[src/rtl/path_replay_stack.sv]
// Location stack for the maze solver's current path.
// The solver pushes and pops locations while it searches. When it pulses done,
// the stored path is streamed out from bottom (start) to top (destination)
// over a valid/ready handshake.
module path_replay_stack #(
    parameter int unsigned LOC_W = 8,
    parameter int unsigned DEPTH = 256,
    parameter int unsigned CNT_W = 9
) (
    input  logic             clk,
    input  logic             rst,
    input  logic             i_push,
    input  logic             i_pop,
    input  logic [LOC_W-1:0] i_push_loc,
    input  logic             i_done,
    input  logic             i_fail,
    output logic [LOC_W-1:0] o_top_loc,
    output logic             o_emp_stck,
    output logic             o_full,
    output logic             o_overflow,
    output logic             o_underflow,
    output logic             o_busy,
    output logic [LOC_W-1:0] o_path_loc,
    output logic             o_path_valid,
    input  logic             i_path_ready,
    output logic             o_path_last,
    output logic             o_replay_done
);

    localparam int unsigned ADDR_W = (DEPTH > 1) ? $clog2(DEPTH) : 1;

    typedef enum logic [1:0] {StIdle, StReplay, StFinish} state_e;

    state_e           r_state;
    logic [CNT_W-1:0] r_count;
    logic [CNT_W-1:0] r_rd_ptr;
    logic             r_overflow;
    logic             r_underflow;
    logic [LOC_W-1:0] r_mem [DEPTH];

    logic              w_empty;
    logic              w_full;
    logic [CNT_W-1:0]  w_cnt_m1;
    logic [ADDR_W-1:0] w_top_idx;
    logic [ADDR_W-1:0] w_rd_idx;
    logic              w_stack_cmd;
    logic              w_last;
    logic              w_wr_en;
    logic [ADDR_W-1:0] w_wr_idx;

    assign w_empty   = (r_count == '0);
    assign w_full    = (r_count == CNT_W'(DEPTH));
    assign w_cnt_m1  = r_count - CNT_W'(1);
    assign w_top_idx = w_cnt_m1[ADDR_W-1:0];
    assign w_rd_idx  = r_rd_ptr[ADDR_W-1:0];
    assign w_last    = (r_rd_ptr == w_cnt_m1);

    // Push/pop only act in IDLE and only when neither fail nor done wins priority.
    assign w_stack_cmd = (r_state == StIdle) && !i_fail && !i_done;

    // Write port decode: push&pop on a non-empty stack replaces the top entry,
    // otherwise a push lands at the next free slot unless the stack is full.
    always_comb begin
        w_wr_en  = 1'b0;
        w_wr_idx = '0;
        if (w_stack_cmd && i_push) begin
            if (i_pop && !w_empty) begin
                w_wr_en  = 1'b1;
                w_wr_idx = w_top_idx;
            end else if (!w_full) begin
                w_wr_en  = 1'b1;
                w_wr_idx = r_count[ADDR_W-1:0];
            end
        end
    end

    // Storage array; no reset so it can map onto RAM.
    always_ff @(posedge clk) begin
        if (w_wr_en) begin
            r_mem[w_wr_idx] <= i_push_loc;
        end
    end

    // Control FSM: occupancy, read pointer and sticky error flags.
    always_ff @(posedge clk or posedge rst) begin
        if (rst) begin
            r_state     <= StIdle;
            r_count     <= '0;
            r_rd_ptr    <= '0;
            r_overflow  <= 1'b0;
            r_underflow <= 1'b0;
        end else begin
            unique case (r_state)
                StIdle: begin
                    if (i_fail) begin
                        r_count <= '0;
                    end else if (i_done) begin
                        r_rd_ptr <= '0;
                        r_state  <= w_empty ? StFinish : StReplay;
                    end else if (i_push && i_pop) begin
                        // Non-empty: top replaced in place, count unchanged.
                        if (w_empty) begin
                            r_count <= CNT_W'(1);
                        end
                    end else if (i_push) begin
                        if (w_full) begin
                            r_overflow <= 1'b1;
                        end else begin
                            r_count <= r_count + CNT_W'(1);
                        end
                    end else if (i_pop) begin
                        if (w_empty) begin
                            r_underflow <= 1'b1;
                        end else begin
                            r_count <= w_cnt_m1;
                        end
                    end
                end
                StReplay: begin
                    if (i_path_ready) begin
                        if (w_last) begin
                            r_state <= StFinish;
                        end else begin
                            r_rd_ptr <= r_rd_ptr + CNT_W'(1);
                        end
                    end
                end
                StFinish: begin
                    r_count  <= '0;
                    r_rd_ptr <= '0;
                    r_state  <= StIdle;
                end
                default: begin
                    r_state <= StIdle;
                end
            endcase
        end
    end

    // Outputs decode directly from registered state, so reset clears them at once.
    assign o_top_loc     = w_empty ? '0 : r_mem[w_top_idx];
    assign o_emp_stck    = w_empty;
    assign o_full        = w_full;
    assign o_overflow    = r_overflow;
    assign o_underflow   = r_underflow;
    assign o_busy        = (r_state != StIdle);
    assign o_path_valid  = (r_state == StReplay);
    assign o_path_loc    = o_path_valid ? r_mem[w_rd_idx] : '0;
    assign o_path_last   = o_path_valid && w_last;
    assign o_replay_done = (r_state == StFinish);

endmodule
[config.mk]
export PLATFORM = sky130hd
export DESIGN_NAME = path_replay_stack
export DESIGN_NICKNAME = d
export VERILOG_FILES = /design/src/rtl/path_replay_stack.sv
export SDC_FILE = /design/constraint.sdc
export NUM_CORES = 2
export LEC_CHECK = 0
export BUFFER_PORTS_ARGS = -buffer_cell sky130_fd_sc_hd__clkbuf_2
export CORE_MARGIN = 5
export CORE_UTILIZATION = 30
export DETAILED_ROUTE_END_ITERATION = 12
export SETUP_SLACK_MARGIN = 0.4
export SLEW_MARGIN = 20
export SYNTH_ARGS = -nofsm -noshare
export SYNTH_HDL_FRONTEND = slang
export SYNTH_SLANG_ARGS = --single-unit
[constraint.sdc]
create_clock -name clk -period 5.8 [get_ports clk]
set_input_delay 0.87 -clock clk [delete_from_list [all_inputs] [get_ports clk]]
set_output_delay 0.87 -clock clk [all_outputs]
set_load 0.005 [all_outputs]
Yosys cells after proc, flatten, opt, wreduce, memory -nomap -nowiden
Memories as Yosys holds them, arrays and structs flattened.
Cells that the tools add are included.

word-level totals
  memories = 1
  bits in read-only memories = 0
  word-level logic and storage cells = 76
  bits in latches = 0
  register bits after elaboration = 22
  memory bits (writable) = 2048
  output and inout bits = 24

operators by class
  equality and inequality tests = 14
  reductions and logical operators = 19
  multiply operators = 0
  order comparisons = 0
  add/sub/neg operators = 3
  bitwise logic cells = 4
  divide/modulo/power cells = 0
  muxes and demuxes = 30
  shift operators = 0

memories
  memory  depth  bits a word  read ports  clocked after memory_dff  write ports  RTL line  text
  r_mem   256    8            2           0                         1            39        logic [LOC_W-1:0] r_mem [DEPTH];

operators by type and width
  kind                   number
  $mux W9                12
  $mux W8                5
  $pmux W9 S3            1
  $add A9 B1 Y9 const B  2
  $pmux W9 S2            1
  $ne A5 B4 Y1 const B   3
  $reduce_and A6 Y1      2
  $mux W2                5
  $eq A9 B9 Y1           1
  $eq A9 B9 Y1 const B   1
  $logic_not A9 Y1       1
  $sub A9 B1 Y9 const B  1
  $reduce_and A7 Y1      1
  $logic_and A1 B1 Y1    6
  $ne A2 B2 Y1 const B   3
  $mux W1                5
  $reduce_and A5 Y1      1
  $ne A2 B1 Y1 const B   2
  $ne A4 B4 Y1 const B   1
  $not A1 Y1             4
  $pmux W2 S2            1
  $reduce_and A4 Y1      1
  $reduce_bool A2 Y1     2
  $logic_not A1 Y1       3
  5 further kinds        5

Longest topological paths before layout
  depth after elaboration = 8
  mapped depth = 17
  gate-level depth less buffers = 9

Worst setup path before layout
Ideal clock, no wire load.

  kind = flip-flop to output port
  from = reg r_count[0]
  to = out o_top_loc[7]
  slack = 1433 ps
  path buffers = 8
  arrival = 3497 ps
  stages on the path, launching flop included = 18
  required time = 4930 ps
  path through = dfrtp_1 buf_2 buf_2 inv_1 clkbuf_1 ha_1 buf_2 buf_2 buf_2 clkbuf_1 clkbuf_1 mux4_2 nand2_1 nand3_1 a32oi_1 o221ai_1 a32oi_1 o41ai_1

on the way
  longest elaborated chain between the ends = 3
  elaborated cells on any way between the ends = 4
  those cells by class = 1 x add/sub; 1 x mux; 1 x reduce/logical; 1 x memory

ends and longest elaborated chain
  what                    RTL line  text
  start, declared         35        logic [CNT_W-1:0] r_count;
  start signal, assigned  109       r_count <= r_count + CNT_W'(1);
  start signal, assigned  115       r_count <= w_cnt_m1;
  $sub A9 B1 Y9           53        assign w_cnt_m1 = r_count - CNT_W'(1);
  $mem_v2 Z256 W8         n/a
  $mux W8 (*)             141       assign o_top_loc = w_empty ? '0 : r_mem[w_top_idx];
  end, declared           17        output logic [LOC_W-1:0] o_top_loc,

Mark *: on every way between the ends. The rest lies on a longest branch, timed or not.

Worst setup path after layout
  from = reg r_count[4]
  to = mem r_mem[43][2], enable pin

on the way
  longest elaborated chain between the ends = 7
  elaborated cells on any way between the ends = 13
  those cells by class = 1 x add/sub; 1 x eq/ne; 8 x mux; 3 x reduce/logical

ends and longest elaborated chain
  what                                                   RTL line
  branches (longest 7 deep; another with $sub A9 B1 Y9)  n/a
  end, declared                                          39

Parallel ways; which one is timed is not known.

==> results_dict.tcl <==
set metrics [dict create \
    fin_tns_setup_ps 0 \
    routedWlPerCell_um 33.2 \
    timing_worst_slew_pin_value_ps 1330 \
    timing.final.setup_violations 0 \
    timing.rr.end "r_mem[43][2]" \
    cpLargestDelayFamily "simple AND/OR/NAND/NOR gates" \
    timing.max_slew.rel_slack_pct 11.0 \
    syn_nets 5753 \
    drt_first_iter_violations 9485 \
    detailed_place.area_sq_um 105000 \
    critPathCaptureType "flip-flop" \
    maxCapViolCount 0 \
    cts.htree.levels 4 \
    ctsRootBufferMaster "sky130_fd_sc_hd__clkbuf_16" \
    floorplan.core_area_sq_um 327000 \
    floorplan.initialDensity_pct 30.1 \
    run_status "complete, no violations" \
    die_x_um 583 \
    grt_max_degree 239 \
    placement.io_buffers 38 \
    post-dp-hpwl_mm 213 \
    layout-area-overhead-vs-synth_pct 16.1 \
    power.density_cell_area_nw_per_um2 591 \
    synth_enable_flop_cells 2048 \
    rr_worst_depth 7 \
    number_of_antenna_violations_at_the_first_check_in_global_routing 27 \
    postSynth.asyncResetShare_pct 1.06 \
    max_stage_delay_ps 1110 \
    worst-setup-path-type "flip-flop to flip-flop" \
    grt_setup_unrepaired "yes" \
    nFillCells 30600 \
    worst_ir_drop_vdd_uv 896 \
    cts_tree "done" \
    path_clk_slew_ps 60 \
    grt_pass1_wl_mm 479 \
    postRouteWirelength_mm 345 \
    drt.antenna.violating_nets 0 \
    grt_pass1_vias 61200 \
    final_period_minus_worst_setup_slack_ps 5710 \
    cts_hold_buf 0 \
    critical_path.slowest_cell "sky130_fd_sc_hd__nand2_1" \
    cts_made_buffers 216 \
    final.setup.worst_slack_ps 93.2 \
    netlist.area_leader.share_pct 62.5 \
    remaining_drc_errors 0 \
    placement_rows 210 \
    synth-seq-area-share_pct 63.1 \
    reg2reg_setup_slack_ps 90 \
    library_cell_with_the_largest_summed_area_after_synthesis "sky130_fd_sc_hd__edfxtp_1" \
    globalRouteOverflowTotal 0 \
    total_number_of_nets_in_the_final_design 5865 \
    final-seq-area_sq_um 62100 \
    critPathArrivalTime_ps 6220 \
    post_synth_instance_area_sq_um 98400 \
    floorplan.die_area_sq_um 339000 \
    fp.dieH_um 583 \
    reg2reg_from "r_count[4]" \
    vias_per_cell 6.03 \
    mostFrequentLayoutCell "sky130_fd_sc_hd__edfxtp_1" \
    route.vias.total 62700 \
    cp_data_required_time_ps 6310 \
    placement.setup.worst_slack_ps 248 \
    synthesis.yosys.warnings 0 \
    multi_input_comb_area_sq_um 35000 \
    crit_chain "or2_2 -> nor3_4 -> a21oi_1 -> o21ai_0 -> and2_0 -> nand2_1 -> nor2_2" \
    setup.worst_path.start_class "flip-flop" \
    yosys_register_bits 2070 \
    layout_common_cells "sky130_fd_sc_hd__edfxtp_1, sky130_fd_sc_hd__mux4_2, sky130_fd_sc_hd__mux2i_1" \
    crit_path_max_fanout 18 \
    groute.usage.overall_pct 19.5 \
    critical_path_buf_inv_count 0 \
    gp_congestion 0.917 \
    leakage_nw 35.5 \
    length_of_the_first_detailed_routing_pass_in_iterations 6 \
    worst_hold_path_type "input port to async pin" \
    max_freq_ghz 0.175 \
    synth_flop_cell "sky130_fd_sc_hd__edfxtp_1" \
    post_synth_num_cell_types 77 \
    yosys-top-cells-area "sky130_fd_sc_hd__edfxtp_1, sky130_fd_sc_hd__mux4_2, sky130_fd_sc_hd__mux2i_1" \
    postSynthAreaPerCell_sq_um 17.2 \
    cts_max_path_buffers 3 \
    worstSkewPairLatency_ps 910 \
    drive_gt1_share_pct 28.5 \
    skew_ps 52.0 \
    drv_slew 0 \
    top_level_ports 39 \
    postSynthCellCount 5735 \
    fin_crit_sh_pct 98.4 \
    cts.sink_count 2070 \
    timing_hold_violations_final 0 \
    final_area_sq_um 114000 \
]
## power by group
| part | switching, mW | internal [mW] |
|---|---|---|
| combinational | 22.4 | 14.1 |
| clock | 6.17 | 8.03 |
| sequential | 0.250 | 16.5 |
| total | 28.9 | 38.6 |
## flip-flops by register name, indices dropped and copies added (netlist names)
register	cells
o_underflow	1
o_overflow	1
r_count	9
r_rd_ptr	9
r_state	2
r_mem	2048
## what timing repair did
| item | CTS | global route |
|---|---|---|
| pin swaps | 13 | 8 |
| resized for setup | 123 | 87 |
| cloned | 15 | 10 |
| buffers inserted | 41 | 9 |
| endpoints found under the setup margin | 56 | 132 |
## synthesized netlist by cell type (all sizes together), types with 4 or more instances
library cell,count
edfxtp,2048
mux4,851
mux2i,470
nand2,413
nor2,314
clkbuf,245
buf,232
o221ai,228
a21oi,213
o22ai,120
nor3,109
o21ai,68
nand3,54
and3,44
a31oi,38
or3,28
dfrtp,22
inv,18
a211oi,16
o31ai,16
nand4,15
xnor2,13
a32oi,12
nor4,11
nand2b,8
o31a,8
a311oi,7
nor2b,7
o211ai,7
o311ai,7
o41ai,7
or4,7
o22a,6
o32a,6
or2,6
a21o,5
a31o,5
o32ai,5
a211o,4
and2,4
## final cells by class
class	instances	area share (%)
diodes	12	0.0263
repair buffers	369	3.84
clock buffers	257	4.89
flip-flops and latches	2070	54.4
multi-input cells	3172	30.6
inverters	18	0.0723
clock inverters	149	1.42
well taps	4346	4.76
## cells by family after synthesis
logic type	after synthesis	share of synthesized area, %
muxes	1322	24.3
adders and majority gates	3	0.0382
AOI/OAI and AO/OA	799	5.60
xor gates and xnor gates	19	0.211
DFF	2070	63.1
buffers and inverters	495	2.26
and+or+nand+nor	1027	4.54
## worst max-delay path by stage
stage | startpoint | to | slack (ps) | cells past startpoint
finish | r_count[4] | r_mem[43][2] | 90 | 7
global route | r_rd_ptr[0] | o_path_loc[6] | 200 | 12
CTS | r_rd_ptr[0] | o_path_loc[6] | 130 | 11
detailed placement | r_count[0] | r_mem[11][2] | 250 | 9
global placement | r_count[0] | r_mem[42][2] | -100 | 9
floorplan | r_count[0] | o_top_loc[7] | 1430 | 17
## metal layers
| layer | track usage, % | part of all wire, % | vias up | routed length, um |
|---|---|---|---|---|
| li1 | - | - | 24400 | - |
| met3 | 6.38 | 13 | 818 | 44200 |
| met4 | 9.60 | 5.7 | 12 | 19600 |
| met2 | 29.2 | 45 | 4659 | 153000 |
| met1 | 25.5 | 37 | 32800 | 127000 |
| met5 | 0 | 0.037 | - | 128 |
## stage by stage
stage                     hold WS (ps)  utilization [%]  cells  power (mW)
after floorplan                    451                -   5735        35.6
after global placement             562             32.0   9891        49.0
after detailed placement           577             32.0   9896        48.9
after CTS                          240             34.7  10400        65.5
after global routing              74.3             34.9  10400        69.0
final                             50.7             34.9  10400        67.5
Note: power is estimated with default switching activity, not from simulation.
